[config.mk]
export PLATFORM = sky130hd
export DESIGN_NAME = serializer
export DESIGN_NICKNAME = d
export VERILOG_FILES = /design/src/rtl/serializer.sv
export SDC_FILE = /design/constraint.sdc
export NUM_CORES = 1
export LEC_CHECK = 0
export BUFFER_PORTS_ARGS = -buffer_cell sky130_fd_sc_hd__buf_4
export CORE_MARGIN = 2
export CORE_UTILIZATION = 53
export DETAILED_ROUTE_END_ITERATION = 6
export PLACE_DENSITY = 0.83
export SLEW_MARGIN = 20
export SYNTH_ARGS = -nofsm -noshare
export SYNTH_HDL_FRONTEND = slang
export SYNTH_SLANG_ARGS = --single-unit
[constraint.sdc]
create_clock -name clk -period 18.4 [get_ports clk]
set_clock_uncertainty 0.1 [all_clocks]
set_input_delay 1.84 -clock clk [delete_from_list [all_inputs] [get_ports clk]]
set_output_delay 1.84 -clock clk [all_outputs]
set_load 0.05 [all_outputs]
[src/rtl/serializer.sv]
// Parallel-to-serial word converter.
// Captures an INPUT_WIDTH-bit word on a start request and presents it as
// NUM_WORDS = INPUT_WIDTH/OUTPUT_WIDTH consecutive OUTPUT_WIDTH-bit words,
// most-significant word first, one word per clock.
//
// Ports:
//   clk                - clock, all state changes on rising edge
//   reset_n            - asynchronous reset, ACTIVE HIGH despite the name
//   start_serialize    - capture input_data and begin output (ignored while busy)
//   input_data         - parallel word to serialize
//   output_data        - current serial word (0 when not valid)
//   output_valid       - high while output_data carries a word
//   serialization_done - one-cycle pulse coincident with the last word
//
// INPUT_WIDTH must be a multiple of OUTPUT_WIDTH with at least two words.
module serializer #(
   parameter int unsigned INPUT_WIDTH  = 256,
   parameter int unsigned OUTPUT_WIDTH = 16
) (
   input  logic                    clk,
   input  logic                    reset_n,
   input  logic                    start_serialize,
   input  logic [INPUT_WIDTH-1:0]  input_data,
   output logic [OUTPUT_WIDTH-1:0] output_data,
   output logic                    output_valid,
   output logic                    serialization_done
);

   localparam int unsigned NumWords = INPUT_WIDTH / OUTPUT_WIDTH;
   localparam int unsigned CntW     = $clog2(NumWords);
   localparam logic [CntW-1:0] LastCnt   = CntW'(NumWords - 1);
   localparam logic [CntW-1:0] PenultCnt = CntW'(NumWords - 2);

   typedef enum logic {StIdle, StShift} state_e;

   state_e                  state_q, state_d;
   logic [CntW-1:0]         cnt_q, cnt_d;
   // Holds the words not yet presented, left-aligned so the next word is
   // always the top OUTPUT_WIDTH bits.
   logic [INPUT_WIDTH-1:0]  shift_q, shift_d;
   logic [OUTPUT_WIDTH-1:0] data_q, data_d;
   logic                    valid_q, valid_d;
   logic                    done_q, done_d;

   always_comb begin
      state_d = state_q;
      cnt_d   = cnt_q;
      shift_d = shift_q;
      data_d  = '0;
      valid_d = 1'b0;
      done_d  = 1'b0;
      unique case (state_q)
         StIdle: begin
            if (start_serialize) begin
               state_d = StShift;
               cnt_d   = '0;
               data_d  = input_data[INPUT_WIDTH-1 -: OUTPUT_WIDTH];
               shift_d = input_data << OUTPUT_WIDTH;
               valid_d = 1'b1;
            end
         end
         StShift: begin
            // cnt_q is the index of the word currently on output_data.
            if (cnt_q == LastCnt) begin
               state_d = StIdle;
               cnt_d   = '0;
               shift_d = '0;
            end else begin
               cnt_d   = cnt_q + 1'b1;
               data_d  = shift_q[INPUT_WIDTH-1 -: OUTPUT_WIDTH];
               shift_d = shift_q << OUTPUT_WIDTH;
               valid_d = 1'b1;
               done_d  = (cnt_q == PenultCnt);
            end
         end
         default: begin
            state_d = StIdle;
         end
      endcase
   end

   always_ff @(posedge clk or posedge reset_n) begin
      if (reset_n) begin
         state_q <= StIdle;
         cnt_q   <= '0;
         shift_q <= '0;
         data_q  <= '0;
         valid_q <= 1'b0;
         done_q  <= 1'b0;
      end else begin
         state_q <= state_d;
         cnt_q   <= cnt_d;
         shift_q <= shift_d;
         data_q  <= data_d;
         valid_q <= valid_d;
         done_q  <= done_d;
      end
   end

   assign output_data        = data_q;
   assign output_valid       = valid_q;
   assign serialization_done = done_q;

endmodule

==> impl_results.md <==
- Worst Setup Path Type: register to output port
- R2r endpoint: output_data[10]
- Initial antenna violation count: 0
- Pwr/cell area: 138 nW/um^2
- Worst path depth: 1
- Final std cells w/o fill: 1399
- Final worst-path setup slack: 14.73 ns
- Fmax: 0.272 GHz
- Placed cell count: 1347
- Cell family with most CP delay: flip-flops
- Setup Buffers After CTS: 0
- Worst endpoint required time: 16.46 ns
- Worst EP arrival: 1.73 ns
- CTS sink count: 262
- Most common cell in the netlist: dfrtp_1
- Top Ports: 277
- Max-Cap Viols: 0
- Slew @ Worst Pin: 1.12 ns
- CP Launch Type: register
- Worst Setup End Kind: output port
- Post-synth EDFFs: 0
- GP Congestion: 0.816
- CTS clk-pin slew, worst paths: 0.06 ns
- Cells after synthesis: 862
- First-pass GRT wire length: 46.7 mm
- Maximum vdd drop: 0.0928 mV
- Post-route clock period utilization: 20.0%
- N_diodes: 0
- RSZ-0062 raised after global routing: no
- # rows: 54
- Die ar.: 23200 um^2
- Total power: 2.04 mW
- Initial core utilization: 53.7%
- TNS Setup: 0 ns
- Final #Nets: 1359
- Async set-or-reset flop fraction in the synthesized netlist: 100%
- Status: completed
- Bufs and invs on worst path: 1
- Most used flip-flop cell after synthesis: dfrtp_1
- Leading post-synthesis cells by cell area: dfrtp_1, mux2i_1, o2bb2ai_1
- Origin of the critical flop-to-flop path: output_valid
- CP peak stage delay: 0.87 ns
- Synth cell types: 22
- Drt first pass iters: 5
- Die Wd: 152 um
- CP max-delay cell: dfrtp_4
- Register bit total from synthesis: 262
- GR Overflow Total: 0
- Vias per cell: 5.77
- Chip Height: 152 um
- Root Driver: clkbuf_16
- Final Hold Fails: 0
- Final wirelength: 29.4 mm
- Most area-hungry cell type in the Yosys netlist: dfrtp_1
- Leak pwr: 7.16 nW
- DRC: 0
- Synth warnings: 0
- TritonCTS Buffers: 29
- Sequential share of the synthesized area: 56.3%
- Port Buffer Count: 276
- Hold WS: 0.376 ns
- Final setup vio count: 0
- TritonCTS clock tree: built
- R2r setup slk: 14.93 ns
- Clock latency on the worst-skew pair: 0.53 ns
- Vias in the first global route: 8617
- CTS hold repair buffers: 0
- Max Slew Vio Count: 0
- Worst slew margin: 25.6%
- Post-DRT Antenna Nets: 0
- Syn-to-layout area delta: 26.8%
- HP Start: shift_q[17]
- Setup WS pre-CTS: 13.66 ns
- Hold Path Sink: shift_q[33]
- DPL Wire Length: 19.5 mm
- Avg Cell Area, Syn: 13.5 um^2
- Gr usage total: 24.9%
- R2R cell count: 5
- Hold Path Class: register to register
- Starting DRT DRC Count: 459
- CP Max Fanout: 61
- Net count after synthesis: 1123
- Layout cells sized above 1: 29.9%
- Top cell type's share of synthesized area: 56.3%
- Commonest cells post-synth: dfrtp_1, mux2i_1, o2bb2ai_1, buf_2, clkbuf_1
- Cell breakdown of the critical path: buf_4
- Mapped cell area: 11600 um^2
- Hold Path Depth: 1
- Core footprint: 21700 um^2
- Largest net degree at the start of global routing: 108
- WL per Instance: 21.0 um
- CTS H-tree depth: 1
- DR vias: 8073
- Gates resized, CTS repair: 0
- Fin crit period: 3.67 ns
- FILL cells: 1569
- Maximum clock path buffer count: 3
[flip-flops by register name (all words and copies together) (netlist names)]
| name | flops |
|---|---|
| serialization_done | 1 |
| output_valid | 1 |
| cnt_q | 4 |
| output_data | 16 |
| shift_q | 240 |
[routing by layer]
metal  global-route usage, %  vias to the layer above  routed length (um)
li1                        -                     3805                   -
met1                    33.2                     3963               12300
met2                    41.1                      247               14200
met3                    5.72                       58                2060
met4                    7.25                        0                 781
met5                       0                        -                   0
[placed cells by master (no fill, tap or decap), types with 4 or more instances in the layout]
cell / netlist / layout
dfrtp_1: 262 / 261
o21ai_0: 4 / 4
clkbuf_8: 0 / 6
clkbuf_1: 25 / 9
buf_4: 0 / 284
o2bb2ai_1: 224 / 224
clkbuf_16: 0 / 29
a22o_1: 16 / 16
mux2i_1: 240 / 240
clkinv_2: 0 / 4
nor2_1: 17 / 17
[power by group]
group / switching, mW / total, mW / internal (mW) / leakage [nW]
logic: 0.268 / 0.525 / 0.257 / 3.24
clock network: 0.227 / 0.582 / 0.355 / 0.469
registers: 0.152 / 0.936 / 0.784 / 3.45
total: 0.647 / 2.04 / 1.40 / 7.16
[logic make-up after synthesis]
family | after synthesis | synth area share (%)
fa+ha+maj | 2 | 0.215
simple gates | 27 | 1.04
mux | 240 | 20.6
buf+inv | 85 | 3.28
compound gates | 246 | 18.5
flops | 262 | 56.3
[area by class of cell]
cell class | instances | area, um^2 | share of cell area (%)
timing repair buffer | 287 | 2170 | 14.7
clock buffer | 44 | 842 | 5.70
multi-input combinational | 515 | 4700 | 31.9
sequential | 262 | 6560 | 44.4
tap | 280 | 350 | 2.37
inverter | 3 | 18.8 | 0.127
clock inverter | 8 | 118 | 0.797
[how the worst max path moves through the flow]
stage                       from      endpoint
CTS                      reset_n   shift_q[97]
detailed placement       reset_n   shift_q[91]
global route             reset_n  shift_q[102]
finish              output_valid  output_valid
global placement         reset_n   shift_q[89]
floorplan                reset_n      cnt_q[0]
[stage by stage]
stage	util [%]	area, um^2
6_report	68.1	14800
5_1_grt	68.1	14800
4_1_cts	68.0	14800
3_5_place_dp	63.6	13800
3_3_place_gp	63.6	13800
2_1_floorplan	-	11600
Power figures use the tool's default switching activity.
